===== config.mk =====
export PLATFORM = sky130hd
export DESIGN_NAME = fifo_burst_drain_ctrl
export DESIGN_NICKNAME = d
export VERILOG_FILES = /design/src/rtl/fifo_burst_drain_ctrl.sv
export SDC_FILE = /design/constraint.sdc
export NUM_CORES = 1
export LEC_CHECK = 0
export CAP_MARGIN = 20
export CORE_ASPECT_RATIO = 1.75
export CORE_MARGIN = 3
export CORE_UTILIZATION = 40
export CTS_CLUSTER_SIZE = 10
export DETAILED_ROUTE_END_ITERATION = 7
export GPL_ROUTABILITY_DRIVEN = 0
export PLACE_DENSITY = 0.62
export SLEW_MARGIN = 20
export SYNTH_ARGS = -nofsm -noshare
export SYNTH_HDL_FRONTEND = slang
export SYNTH_SLANG_ARGS = --single-unit

===== constraint.sdc =====
create_clock -name clk -period 3.6 [get_ports clk]
set_input_delay 0.72 -clock clk [delete_from_list [all_inputs] [get_ports clk]]
set_output_delay 0.72 -clock clk [all_outputs]
set_load 0.01 [all_outputs]

===== src/rtl/fifo_burst_drain_ctrl.sv =====
// fifo_burst_drain_ctrl
// Read-side scheduler for a synchronous FIFO. It tracks occupancy from the
// write/read handshakes and starts a burst once BURST_LEN words are waiting,
// or once a partial load has sat idle for TIMEOUT cycles. Drained words go
// out on a valid/ready stream with sop/eop markers. A 2-entry output buffer
// absorbs the FIFO's one-cycle read latency.
module fifo_burst_drain_ctrl #(
    parameter int ADDR_WIDTH = 4,
    parameter int DATA_WIDTH = 16,
    parameter int DEPTH      = 16,
    parameter int BURST_LEN  = 4,
    parameter int TIMEOUT    = 8,
    parameter int TMR_WIDTH  = 8
) (
    input  logic                  clk,
    input  logic                  reset_n,
    input  logic                  flush_req,
    input  logic                  fifo_write_ack,
    input  logic                  fifo_empty,
    input  logic                  fifo_rdata_valid,
    input  logic [DATA_WIDTH-1:0] fifo_read_data,
    output logic                  fifo_read_req,
    output logic                  fifo_flush,
    output logic [DATA_WIDTH-1:0] m_data,
    output logic                  m_valid,
    output logic                  m_sop,
    output logic                  m_eop,
    input  logic                  m_ready,
    output logic [ADDR_WIDTH:0]   level,
    output logic                  busy
);

    localparam int LVL_W = ADDR_WIDTH + 1;
    localparam logic [LVL_W-1:0]     DEPTH_LVL = LVL_W'(DEPTH);
    localparam logic [LVL_W-1:0]     BURST_LVL = LVL_W'(BURST_LEN);
    localparam logic [LVL_W-1:0]     LVL_ONE   = LVL_W'(1);
    localparam logic [TMR_WIDTH-1:0] TMR_LAST  = TMR_WIDTH'(TIMEOUT - 1);
    localparam logic [TMR_WIDTH-1:0] TMR_ONE   = TMR_WIDTH'(1);

    typedef enum logic [1:0] {
        ST_IDLE  = 2'd0,
        ST_BURST = 2'd1,
        ST_DRAIN = 2'd2
    } state_t;

    state_t                 state_q, state_d;
    logic [LVL_W-1:0]       level_q, level_d;
    logic [TMR_WIDTH-1:0]   timer_q, timer_d;
    logic [LVL_W-1:0]       remaining_q, remaining_d;
    logic                   first_q, first_d;
    logic                   inflight_q, inflight_d;
    logic                   tag_sop_q, tag_sop_d;
    logic                   tag_eop_q, tag_eop_d;

    // Output buffer: two slots plus pointers and a fill count
    logic [DATA_WIDTH-1:0]  obuf_data_q [2];
    logic                   obuf_sop_q  [2];
    logic                   obuf_eop_q  [2];
    logic                   wr_ptr_q, wr_ptr_d;
    logic                   rd_ptr_q, rd_ptr_d;
    logic [1:0]             count_q, count_d;

    logic                   obuf_valid;
    logic                   pop;
    logic                   push;
    logic                   read_req;
    logic [2:0]             occ;
    logic                   drain_done;

    assign obuf_valid = (count_q != 2'd0);
    assign pop        = obuf_valid && m_ready;
    // Read data is only accepted against an outstanding request; a flush
    // discards whatever returns in the same cycle.
    assign push       = fifo_rdata_valid && inflight_q && !flush_req;

    // Words already committed to the buffer (stored or in flight), less the
    // one leaving this cycle. Keeping this below 2 means the buffer never overflows.
    assign occ = {1'b0, count_q} + {2'b00, inflight_q} - {2'b00, pop};

    assign read_req = (state_q == ST_BURST) && (remaining_q != '0) && !fifo_empty
                      && !flush_req && (occ < 3'd2);

    // DRAIN ends once nothing is in flight and the buffer empties this cycle.
    assign drain_done = !inflight_q &&
                        ((count_q == 2'd0) || ((count_q == 2'd1) && pop));

    assign fifo_read_req = read_req;
    assign fifo_flush    = flush_req && reset_n;
    assign m_valid       = obuf_valid;
    assign m_data        = obuf_valid ? obuf_data_q[rd_ptr_q] : '0;
    assign m_sop         = obuf_valid ? obuf_sop_q[rd_ptr_q]  : 1'b0;
    assign m_eop         = obuf_valid ? obuf_eop_q[rd_ptr_q]  : 1'b0;
    assign level         = level_q;
    assign busy          = (state_q != ST_IDLE);

    // Next-state logic: timer/threshold in IDLE, issue counting in BURST, wait-out in DRAIN
    always_comb begin
        state_d     = state_q;
        timer_d     = timer_q;
        remaining_d = remaining_q;
        first_d     = first_q;
        case (state_q)
            ST_IDLE: begin
                if (level_q == '0) begin
                    timer_d = '0;
                end else begin
                    timer_d = timer_q + TMR_ONE;
                end
                if ((level_q >= BURST_LVL) ||
                    ((level_q != '0) && (timer_q == TMR_LAST))) begin
                    state_d     = ST_BURST;
                    timer_d     = '0;
                    remaining_d = (level_q >= BURST_LVL) ? BURST_LVL : level_q;
                    first_d     = 1'b1;
                end
            end
            ST_BURST: begin
                timer_d = '0;
                if (read_req) begin
                    remaining_d = remaining_q - LVL_ONE;
                    first_d     = 1'b0;
                    if (remaining_q == LVL_ONE) begin
                        state_d = ST_DRAIN;
                    end
                end
            end
            ST_DRAIN: begin
                timer_d = '0;
                if (drain_done) begin
                    state_d = ST_IDLE;
                end
            end
            default: begin
                state_d = ST_IDLE;
                timer_d = '0;
            end
        endcase
        if (flush_req) begin
            state_d     = ST_IDLE;
            timer_d     = '0;
            remaining_d = '0;
            first_d     = 1'b0;
        end
    end

    // Occupancy: +1 write, -1 read, hold when both, saturate at DEPTH and 0
    always_comb begin
        level_d = level_q;
        if (flush_req) begin
            level_d = '0;
        end else if (fifo_write_ack && !read_req) begin
            if (level_q != DEPTH_LVL) begin
                level_d = level_q + LVL_ONE;
            end
        end else if (!fifo_write_ack && read_req) begin
            if (level_q != '0) begin
                level_d = level_q - LVL_ONE;
            end
        end
    end

    // In-flight request tracking; the sop/eop tag is fixed when the read issues
    always_comb begin
        inflight_d = inflight_q;
        tag_sop_d  = tag_sop_q;
        tag_eop_d  = tag_eop_q;
        if (fifo_rdata_valid) begin
            inflight_d = 1'b0;
        end
        if (read_req) begin
            inflight_d = 1'b1;
            tag_sop_d  = first_q;
            tag_eop_d  = (remaining_q == LVL_ONE);
        end
        if (flush_req) begin
            inflight_d = 1'b0;
            tag_sop_d  = 1'b0;
            tag_eop_d  = 1'b0;
        end
    end

    // Output buffer pointer and count update
    always_comb begin
        wr_ptr_d = wr_ptr_q;
        rd_ptr_d = rd_ptr_q;
        count_d  = count_q + {1'b0, push} - {1'b0, pop};
        if (push) begin
            wr_ptr_d = ~wr_ptr_q;
        end
        if (pop) begin
            rd_ptr_d = ~rd_ptr_q;
        end
        if (flush_req) begin
            wr_ptr_d = 1'b0;
            rd_ptr_d = 1'b0;
            count_d  = 2'd0;
        end
    end

    // Control state registers
    always_ff @(posedge clk or negedge reset_n) begin
        if (!reset_n) begin
            state_q     <= ST_IDLE;
            level_q     <= '0;
            timer_q     <= '0;
            remaining_q <= '0;
            first_q     <= 1'b0;
            inflight_q  <= 1'b0;
            tag_sop_q   <= 1'b0;
            tag_eop_q   <= 1'b0;
            wr_ptr_q    <= 1'b0;
            rd_ptr_q    <= 1'b0;
            count_q     <= 2'd0;
        end else begin
            state_q     <= state_d;
            level_q     <= level_d;
            timer_q     <= timer_d;
            remaining_q <= remaining_d;
            first_q     <= first_d;
            inflight_q  <= inflight_d;
            tag_sop_q   <= tag_sop_d;
            tag_eop_q   <= tag_eop_d;
            wr_ptr_q    <= wr_ptr_d;
            rd_ptr_q    <= rd_ptr_d;
            count_q     <= count_d;
        end
    end

    // Buffer slot storage; contents are masked at the outputs while empty, so no reset
    generate
        for (genvar gi = 0; gi < 2; gi++) begin : g_obuf_slot
            always_ff @(posedge clk) begin
                if (push && (int'(wr_ptr_q) == gi)) begin
                    obuf_data_q[gi] <= fifo_read_data;
                    obuf_sop_q[gi]  <= tag_sop_q;
                    obuf_eop_q[gi]  <= tag_eop_q;
                end
            end
        end
    endgenerate

endmodule


Yosys cells after proc, flatten, opt, wreduce, memory -nomap -nowiden. Memory sizes are Yosys's and may differ from the RTL's. Index checks and enable logic that the tools add are counted.

Shifts and indexed selects: 0. Mux-type cells: 52. Bitwise gates (word level): 3. Reductions and logical operators: 42. Divide/modulo/power cells: 0. $lt $le $gt $ge: 2. Add/sub/neg operators: 8. Multiply operators: 0. Eq/ne operators: 11.

Operator list (count): $mux 5 (9); $mux 16 (2); $mux 8 (4); $mux 1 (28); $reduce_or 16->1 (1); $logic_and 1x1->1 (15); $mux 2 (6); $reduce_bool 3->1 (4); $pmux 5 s2 (1); $reduce_bool 2->1 (5); $reduce_bool 5->1 (2); $sub 5x1->5 const B (2); $ne 3x3->1 const B (3); $add 8x1->8 const B (1); $eq 8x3->1 const B (1); $ne 3x2->1 const B (2); $pmux 2 s3 (1); $reduce_and 3->1 (2); $add 5x1->5 const B (1); $eq 5x1->1 const B (1); $ge 5x3->1 const B (1); $logic_not 1->1 (5); $logic_not 5->1 (1); $ne 5x5->1 const B (1); 13 further kinds (19).

Word-level logic and storage cells: 132. Output and inout bits: 27. ROM bits: 0. Bits of input ports: 23. Memory bits (writable): 36. Memories: 3. Register bits after elaboration: 28. Bits in latches: 0.

Memories: obuf_data_q (depth 2, bits a word 16, rd ports 1, clocked after memory_dff 0, write ports 1, line 56) `logic [DATA_WIDTH-1:0] obuf_data_q [2];`; obuf_eop_q (depth 2, bits a word 1, rd ports 1, clocked after memory_dff 0, write ports 1, line 58) `logic obuf_eop_q [2];`; obuf_sop_q (depth 2, bits a word 1, rd ports 1, clocked after memory_dff 0, write ports 1, line 57) `logic obuf_sop_q [2];`.

Logic depth before layout (Yosys ltp).
Word-level depth: 9. Depth in mapped cells: 13. Mapped depth without buffers: 13.

Least setup slack after synthesis. Ideal clock, no wire load.

Path kind: in2reg. Start: input m_ready. End: register level_q[3] (netlist: level[3]). Data arrival time: 3.016 ns. Library setup time: 0.125 ns. Slack: 0.459 ns. Buffers on the path: 0. Cell stages on the path: 13. Required time: 3.475 ns. Path through: nand2_1 > nor2_1 > o21ai_0 > fa_1 > nand2b_1 > nor3_2 > nand2_2 > nand2_1 > ha_1 > a21oi_1 > a21o_1 > a21oi_1 > mux2_4.

Cells in the longest elaborated chain, start to end: 8. Elaborated cells between the ends (all ways): 13. Classes of those cells: add/sub (1); order compare (1); eq/ne (1); mux (2); reduce/logical (8).

RTL lines: from (decl) (line 28) `input logic m_ready,`; $logic_and 1x1->1 * (line 71) `assign pop = obuf_valid && m_ready;`; $sub 3x1->3 * (line 78) `assign occ = {1'b0, count_q} + {2'b00, inflight_q} - {2'b00, pop};`; $lt 3x2->1 * (line 81) `&& !flush_req && (occ < 3'd2);`; $logic_and 1x1->1 * (line 81); $logic_not 1->1 (line 151) `end else if (fifo_write_ack && !read_req) begin`; $logic_and 1x1->1 (line 151); $ne 3x2->1 (no line), or another cell as far along; $reduce_and 3->1 (no line) or $mux 5 (tied branches); to (signal assigned) (line 216) `level_q <= level_d;`; to (decl) (line 47) `logic [LVL_W-1:0] level_q, level_d;`.

Mark *: on every way between the ends. The rest lies on a longest branch, timed or not. A chain may end at the register's enable or synchronous reset.

Worst setup path after layout.
Start: input m_ready. End: output fifo_read_req.

Cells in the longest elaborated chain, start to end: 4.

RTL lines: $logic_and 1x1->1 (line 71); $sub 3x1->3 (line 78); $lt 3x2->1 (line 81); $logic_and 1x1->1 (line 81); to (decl) (line 22) `output logic fifo_read_req,`.

No other way between the ends.

==> key figures <==
Run status
  • Run status: finished clean

Die
  • Row count: 42
  • Die H: 124 µm
  • Die Footprint: 9040 µm²
  • Die W: 73.2 µm
  • Core area: 7620 µm²
  • Io pins: 50
  • Starting density of the core: 41.5%

Clocking
  • CTS Buf Count: 9
  • CTS sink count: 64
  • Worst-skew pair later-pin latency: approximately 0.33 ns
  • Hold_buf cts: 0
  • Clock tree buffer depth: 2
  • TritonCTS clock tree: done
  • Root Buffer: clkbuf_16
  • CTS clk-pin slew, worst paths: 0.05 ns
  • CTS H-tree depth: 3

Timing
  • Fin. Hold Viols: 0
  • Fmax: 0.318 GHz
  • Max Clock Skew: 0.00583 ns
  • Tcrit/Tclk final: 87.4%
  • Unrepaired setup endpoints after global routing: false
  • Minimum clock period: ~3.1 ns
  • Slew HR: 60.4%
  • Slew Viols, Final: 0
  • Final Setup Violations: 0
  • Final hold slack: 0.457 ns
  • Worst slew pin tran: 0.588 ns
  • Final setup TNS: 0 ns

Pwr
  • Pwr Total: 3.03 mW
  • Maximum vdd drop: roughly 0.31 mV
  • Internal Power: 2.06 mW
  • Leakage: around 1.7 nW
  • Switching power share of the total: 32.0%
  • Sequential power share: 30.5%
  • Switch Pwr: 0.971 mW
  • Gate power share: approximately 43%
  • PD cells: 717 nW/µm²
  • Clk pwr share: 26.8%

Setup path
  • Crit path capture type: primary output
  • Crit path DAT: 2.43 ns
  • CP startpoint kind: input port
  • Worst Path Required: 2.88 ns
  • Kind of critical path: input port to primary output
  • Crit path max fanout: 3

Layout
  • Fraction of layout cells with a size suffix above 1: 17.7%
  • Final Core Density: 55.5%
  • ANT cells: 0
  • Final instance area: 4230 µm²
  • Nets: 380
  • P&R area growth vs syn: 33.7%

Global route
  • Initial antenna violation count: 0
  • First-pass GRT wire length: about 11,000 µm
  • GR Util All Layers: 16.5%
  • Number of global-route vias before repair: 2,312
  • Congestion Overflow GR: 0
  • Largest net degree at the start of global routing: 29

Synthesis
  • Syn_area_per_cell: 11.9 µm²
  • Synth cell types: 48
  • Primary FF master, synth: edfxtp_1
  • Cells after Synth: ~270
  • Register area share after synthesis: around 56%
  • Synth top cells by count: nor2_1 (40), edfxtp_1 (36), dfrtp_1 (28)
  • Post-synth EDFFs: 36
  • Synth Register Bits: 64
  • Yosys top cell by area: edfxtp_1
  • Synthesized area: 3160 µm²
  • Ranking of synthesized cells by area: edfxtp_1 (34%), dfrtp_1 (22%), mux2i_1 (7.6%)
  • Yosys warns: 0
  • Synth Net Count: 301
  • Ys async rst share: 43.8%
  • Synth top area share: approximately a third
  • Most numerous cell in the Yosys netlist: nor2_1

Run
  • Max-capacitance violation count: 0

Routing
  • Drt wl/cell: ~15 µm
  • Drc violations: 0
  • Final ANT Viol Nets: 0
  • Routed vias/inst: 5.17
  • Vias post-DR: 2,263
  • DR pass1 iterations: 4
  • Detailed Route WL: 6770 µm
  • Initial drt markers: 91

Place
  • Placed instance area: 3860 µm²
  • Detail Placement HPWL: ~4800 µm
  • IO buf count: 49

Hold path
  • Worst Hold Class: flop to flop
==> cell type report <==
class | instances | area, µm²
clock buffer | 11 | 233
tap | 88 | 110
fill | 674 | 3390
timing repair buffer | 77 | 698
sequential | 64 | 1780
multi-input combinational | 180 | 1300
inverter | 13 | 51.3
clock inverter | 5 | 47.5
==> path summary, 6_finish.rpt <==
| check | start | to | slack (ns) | cells past startpoint |
|---|---|---|---|---|
| max in group asynchronous | reset_n | timer_q[6] | 2.43 | 2 |
| setup / recovery | m_ready | fifo_read_req | 0.45 | 10 |
| hold reg to reg | timer_q[0] | timer_q[0] | 0.46 | 1 |
| min in group asynchronous | reset_n | remaining_q[1] | 0.89 | 2 |
| setup reg to reg | count_q[0] | level[3] | 0.64 | 13 |
| hold / removal | timer_q[0] | timer_q[0] | 0.46 | 1 |
==> layout by cell type, fill, tap and decap left out, types with 9 or more instances in the layout <==
cell	count
buf_4	28
clkbuf_16	9
clkdlybuf4s50_1	47
dfrtp_1	28
edfxtp_1	36
ha_1	10
inv_1	12
mux2i_1	24
nand2_1	13
nand3_1	9
nor2_1	39
==> cells by family (layout without fill, tap and decap cells) <==
logic type / count (synthesis) / count (layout) / synth area share, %
fa+ha+maj: 12 / 12 / 5.23
compound gates: 31 / 31 / 6.93
xor+xnor: 12 / 12 / 3.56
flops: 64 / 64 / 56.4
simple gates: 98 / 98 / 15.8
mux: 27 / 27 / 9.27
buf+inv: 22 / 106 / 2.81
==> power by group through the flow <==
stage               clock, mW  sequential [mW]  combinational [mW]
floorplan                   0            0.918               0.708
finish                  0.812            0.924                1.29
global placement            0            0.934                1.20
detailed placement          0            0.936                1.21
CTS                     0.832            0.924                1.30
global route            0.862            0.935                1.43
==> per-layer routing <==
metal	vias to the layer above	track usage, %	wire length, µm
met1	1095	17.7	2510
met4	0	8.78	184
li1	1103	-	-
met2	52	28.9	3790
met5	-	0	0
met3	13	4.15	294
==> flip-flops by register name (all words and copies together), names as in the netlist <==
signal,flops
obuf_data_q,32
timer_q,8
level,5
remaining_q,5
count_q,2
obuf_eop_q,2
obuf_sop_q,2
state_q,2
first_q,1
inflight_q,1
rd_ptr_q,1
tag_eop_q,1
tag_sop_q,1
wr_ptr_q,1
==> stage by stage <==
stage                     instances  worst slack, ns
after global routing            438            0.322
after global placement          413           -0.193
after detailed placement        413           -0.208
final                           438            0.452
after floorplan                 266            0.459
after CTS                       437          0.00759
==> worst max-delay path: stages <==
cell and delay [ns]:
dlymetal6s2s_1 0.14, nor2b_1 0.16, o21ai_1 0.11, fa_2 0.53, nand2b_1 0.09, nor3_2 0.25, nand2_2 0.10, buf_4 0.17
inv_4 0.04, clkbuf_2 0.11
==> timing repair <==
item | CTS | global route
resized for setup | 2 | 8
pin swaps | 1 | 1
setup endpoints to repair | 1 | 4
buffers inserted | 8 | 1
No activity file was read; power rests on OpenSTA's default activity.
==> edit 1 (same settings) <==
`TMR_WIDTH`: 8 -> 10.
--- a/src/rtl/fifo_burst_drain_ctrl.sv
+++ b/src/rtl/fifo_burst_drain_ctrl.sv
@@ -10,7 +10,7 @@
     parameter int DEPTH      = 16,
     parameter int BURST_LEN  = 4,
     parameter int TIMEOUT    = 8,
-    parameter int TMR_WIDTH  = 8
+    parameter int TMR_WIDTH  = 10
 ) (
     input  logic                  clk,
     input  logic                  reset_n,
Check against the original RTL: no difference found for any inputs over 10 cycles, from zero or initial values and one cycle with reset_n low; that may be too few to reach the edited logic, so the function may still have changed.
==> edit 1 against the unedited design <==
  * Final area is 3.0% lower
  * Total power down 14%
  * Clock power shrank 2%
  * Sequential cell count increased by 2
  * Worst setup slack got worse by 65 ps
  * Routed wire length decreased by 9.3%
  * Area after synthesis down 0.63%
  * Count of clock-buffer cells in the layout fell by 2
  * Clock skew fell by 0.55 ps
  * Critical endpoint unchanged
==> edit 1: results <==
group,metric,value,unit
synth,seq_area_frac_synth,58.3,%
setup_path,rr_worst_depth,15,
placed_design,dp.cells,405,
synth,synth_area_per_cell,11.9,um2
routing,detail_route.first_pass.iterations,4,
synth,synth_common_cells,"46 x nor2_1, 36 x edfxtp_1, 30 x dfrtp_1",
cts,clk_pin_slew_worst_paths,60,ps
synth,synth_area_leaders,"edfxtp_1 34%, dfrtp_1 24%, mux2i_1 6.7%",
global_route,grt_use_total,15.0,%
worst_hold_path,hp-start,"timer_q[0]",
routing,dr_total_vias,2197,
global_route,grt_pass1_wl,10.1,mm
setup_path,worstPathArrival,2490,ps
setup_path,r2r-end,"level[4]",
global_route,grt_max_degree,31,
power_and_ir_drop,netSwitchingPower,0.837,mW
routing,first_iter_violations,77,
layout,fin_nets,364,
cts,clk_path_buf_depth,2,
layout,fillers,676,
layout,drive_above_1_share,12.9,%
cts,cts_buffers,9,
synth,ys_types,47,
layout,biggestRegsByFlops,"obuf_data_q: 32 flops, timer_q: 10 flops",
power_and_ir_drop,peakVddDrop,0.307,mV
sta,fin_worst_skew,5.28,ps
synth,syn_nets,299,
status,outcome,"complete, no violations",
setup_path,crit_slowest_cell,"or4_4",
routing,via_per_inst,5.21,
worst_hold_path,hp-class,"reg -> reg",
routing,wl,6.15,mm
setup_path,r2r_start,"count_q[1]",
power_and_ir_drop,p_leak,1.61,nW
layout,antenna_cells,0,
synth,synth-main-ff-cell,"edfxtp_1",
sta,relSlewSlack,50.4,%
setup_path,slowest_delay,520,ps
synth,synthArstFlopShare,45.5,%
setup_path,r2r_setup_slack,420,ps
setup_path,crit_fanout,6,
synth,yosysWarnings,0,
placed_design,dp_hpwl,4.43,mm
[edit 1: cell count changes in the layout (fill, tap and decap cells not counted), sizes merged, moves of 3 or more]
| cell | unedited run | this run |
|---|---|---|
| buf | 28 | 16 |
| clkbuf | 12 | 9 |
| clkinvlp | 0 | 3 |
| mux2i | 25 | 22 |
| nand2 | 15 | 10 |
| nor2 | 40 | 46 |
| nor2b | 6 | 3 |
| o21ai | 4 | 7 |
| xor2 | 7 | 11 |
[edit 1: final cells by class]
| type | instances | area [um2] | area share (%) |
|---|---|---|---|
| Clock inverter | 7 | 53.8 | 1.31 |
| Sequential cell | 66 | 1830 | 44.7 |
| Timing Repair Buffer | 64 | 601 | 14.7 |
| Clock buffer | 9 | 225 | 5.49 |
| Multi-Input combinational cell | 179 | 1240 | 30.3 |
| Inverter | 9 | 33.8 | 0.824 |
| Tap cell | 88 | 110 | 2.69 |
[edit 1: power by group through the flow]
stage / sequential (mW) / combinational (mW) / clock, mW
after floorplan: 0.949 / 0.523 / 0
after global placement: 0.966 / 0.825 / 0
after detailed placement: 0.967 / 0.840 / 0
after CTS: 0.956 / 0.856 / 0.825
after global routing: 0.969 / 0.946 / 0.859
final: 0.956 / 0.851 / 0.798
[edit 1: cell families (layout without fill, tap and decap cells)]
| logic type | Yosys count | after routing | share of synthesized area (%) |
|---|---|---|---|
| simple gates | 98 | 98 | 15.1 |
| flops | 66 | 66 | 58.4 |
| compound gates | 30 | 30 | 6.22 |
| mux | 23 | 23 | 7.77 |
| buf+inv | 19 | 89 | 2.79 |
| xor+xnor | 16 | 16 | 4.46 |
| fa+ha+maj | 12 | 12 | 5.26 |
[edit 1: per-stage QoR]
| stage | setup WS [ps] | utilization [%] | TNS, ps | hold WS, ps | instance area, um2 |
|---|---|---|---|---|---|
| finish | 387 | 53.8 | 0 | 465 | 4100 |
| global route | 227 | 53.8 | 0 | 472 | 4100 |
| CTS | 1.27 | 53.6 | 0 | 462 | 4080 |
| detailed placement | -408 | 49.8 | -1400 | 455 | 3790 |
| global placement | -353 | 49.8 | -1030 | 440 | 3790 |
| floorplan | 136 | - | 0 | 424 | 3140 |
[edit 1: worst max-delay path by stage]
stage / endpoint / cells after the start / startpoint
after floorplan: level[4] / 14 / m_ready
after detailed placement: level[4] / 14 / m_ready
after CTS: fifo_read_req / 9 / m_ready
after global placement: fifo_read_req / 9 / m_ready
final: fifo_read_req / 8 / count_q[1]
after global routing: level[3] / 15 / count_q[1]
[edit 1: metal layers]
metal	vias up	wire length (um)	global-route usage, %
li1	1074	-	-
met1	1056	2370	15.9
met5	-	0	0
met2	53	3310	26.1
met3	14	284	4.39
met4	0	175	8.08
[edit 1: what timing repair did]
action	CTS	global route
pin swaps	2	1
setup endpoints to repair	2	3
setup buffers	0	1
resized for setup	9	3
hold endpoints to repair	0	0
==> edit 2 (same flow settings) <==
Made on the original files. Encoding of `state_t`: now one-hot (3 bits for 3 states).
--- a/src/rtl/fifo_burst_drain_ctrl.sv
+++ b/src/rtl/fifo_burst_drain_ctrl.sv
@@ -37,10 +37,10 @@
     localparam logic [TMR_WIDTH-1:0] TMR_LAST  = TMR_WIDTH'(TIMEOUT - 1);
     localparam logic [TMR_WIDTH-1:0] TMR_ONE   = TMR_WIDTH'(1);
 
-    typedef enum logic [1:0] {
-        ST_IDLE  = 2'd0,
-        ST_BURST = 2'd1,
-        ST_DRAIN = 2'd2
+    typedef enum logic [2:0] {
+        ST_IDLE  = 3'b001,
+        ST_BURST = 3'b010,
+        ST_DRAIN = 3'b100
     } state_t;
 
     state_t                 state_q, state_d;
Formal check against the unedited RTL: same outputs for any inputs over 10 cycles, from zero or initial values and one cycle with reset_n low; not proved beyond that.
==> edit 2 against the unedited design <==
  * Clock power is 3.7% higher
  * Area after synthesis is 1.9% higher
  * Worst setup slack worse by 320 ps
  * Total power is 6.1% lower
  * Highest routed layer unchanged
  * Hold slack better by 20 ps
  * Largest cell class unchanged
  * Sequential cell count is 1 higher
  * Final area is 0.56% higher
  * Routed wire length is 3.9% higher
  * Critical path depth is 2 higher
  * Via count is 4.7% higher
==> edit 2: results <==
group,metric,value,unit
synth,syn_nets,306,
routing,wl_per_cell,16.2,um
synth,ys_types,55,
layout,drive_above_1_share,14.7,%
synth,syn_inst,271,
synth,synthArstFlopShare,44.6,%
global_route,grt_pass1_wl,11.5,mm
global_route,grt_max_degree,30,
layout,fillers,691,
routing,wl,7.04,mm
synth,synth_area_leaders,"edfxtp_1 34%, dfrtp_1 22%, mux2i_1 7.1%",
global_route,grt_use_total,16.3,%
sta,fin_worst_skew,6.72,ps
synth,seq_area_frac_synth,56.1,%
routing,first_iter_violations,95,
setup_path,crit_slowest_cell,"clkdlybuf4s50_1",
status,outcome,"complete, no violations",
routing,via_per_inst,5.45,
power_and_ir_drop,p_int,1.92,mW
setup_path,worstPathArrival,3690,ps
placed_design,dp.cells,419,
sta,relSlewSlack,48.0,%
layout,fin_nets,377,
power_and_ir_drop,p_leak,1.64,nW
placed_design,dp_hpwl,4.97,mm
layout,biggestRegsByFlops,"obuf_data_q: 32 flops, timer_q: 8 flops",
cts,post_cts_buffers,0,
synth,synth_common_cells,"42 x nor2_1, 36 x edfxtp_1, 28 x dfrtp_1",
==> edit 2: worst max-delay path: cells and delay by family <==
kind | cells | cell delay (ps)
AOI/OAI and AO/OA | 5 | 1040
xor gates and xnor gates | 1 | 210
adders and majority gates | 2 | 690
buffers and inverters | 1 | 510
and+or+nand+nor | 3 | 530
==> edit 2: power by group through the flow <==
stage          registers, mW  logic [mW]  clock network, mW
2_1_floorplan          0.926       0.619                  0
3_3_place_gp           0.965        1.02                  0
3_5_place_dp           0.968        1.03                  0
4_1_cts                0.955        1.04              0.864
5_1_grt                0.968        1.15              0.900
6_report               0.957        1.05              0.842
==> edit 2: layer usage <==
layer	track usage (%)	vias up	share of wire (%)
li1	-	1132	-
met4	9.61	0	3.4
met3	3.80	17	4.2
met5	0	-	0
met2	27.7	53	54
met1	17.6	1168	38
==> edit 2: cell type report <==
| type | instances | area, um2 | share of cell area, % |
|---|---|---|---|
| Timing Repair Buffer | 68 | 628 | 14.8 |
| Sequential cell | 65 | 1810 | 42.5 |
| Clock inverter | 6 | 58.8 | 1.38 |
| Clock buffer | 10 | 229 | 5.39 |
| Tap cell | 88 | 110 | 2.59 |
| Multi-Input combinational cell | 187 | 1370 | 32.3 |
| Inverter | 11 | 41.3 | 0.972 |
==> edit 2: kinds of logic (layout without fill, tap and decap cells) <==
kind of cell	after synthesis	count (layout)	synth area share (%)
DFF	65	65	56.1
and+or+nand+nor	100	100	16.8
xor gates and xnor gates	14	14	3.81
buffers and inverters	19	95	2.37
AOI/OAI and AO/OA	36	36	7.89
muxes	25	25	7.85
adders and majority gates	12	12	5.13
==> edit 2: timing repair <==
action,in CTS,in global routing
resized for setup,1,6
pin swaps,0,1
endpoints found under the setup margin,1,3
==> edit 2: final timing paths <==
kind | start | end | slack [ps] | cells past startpoint
worst max-delay path | m_ready | level[4] | 130 | 12
worst min-delay path | tag_eop_q | obuf_eop_q[1] | 480 | 0
worst max register to register | count_q[1] | level[4] | 500 | 11
worst min register to register | tag_eop_q | obuf_eop_q[1] | 480 | 0
max in group asynchronous | reset_n | state_q[0] | 2430 | 2
min in group asynchronous | reset_n | timer_q[3] | 850 | 2
==> edit 2: metrics by stage <==
stage / power, mW / instance area (um2) / setup WS, ps / util [%] / setup TNS (ps)
6_report: 2.85 / 4250 / 131 / 55.4 / 0
5_1_grt: 3.02 / 4250 / -33.5 / 55.4 / -33.5
3_3_place_gp: 1.98 / 3940 / -203 / 51.4 / -418
4_1_cts: 2.85 / 4230 / 6.45 / 55.1 / 0
2_1_floorplan: 1.54 / 3230 / 133 / - / 0
3_5_place_dp: 2.00 / 3940 / -314 / 51.4 / -629
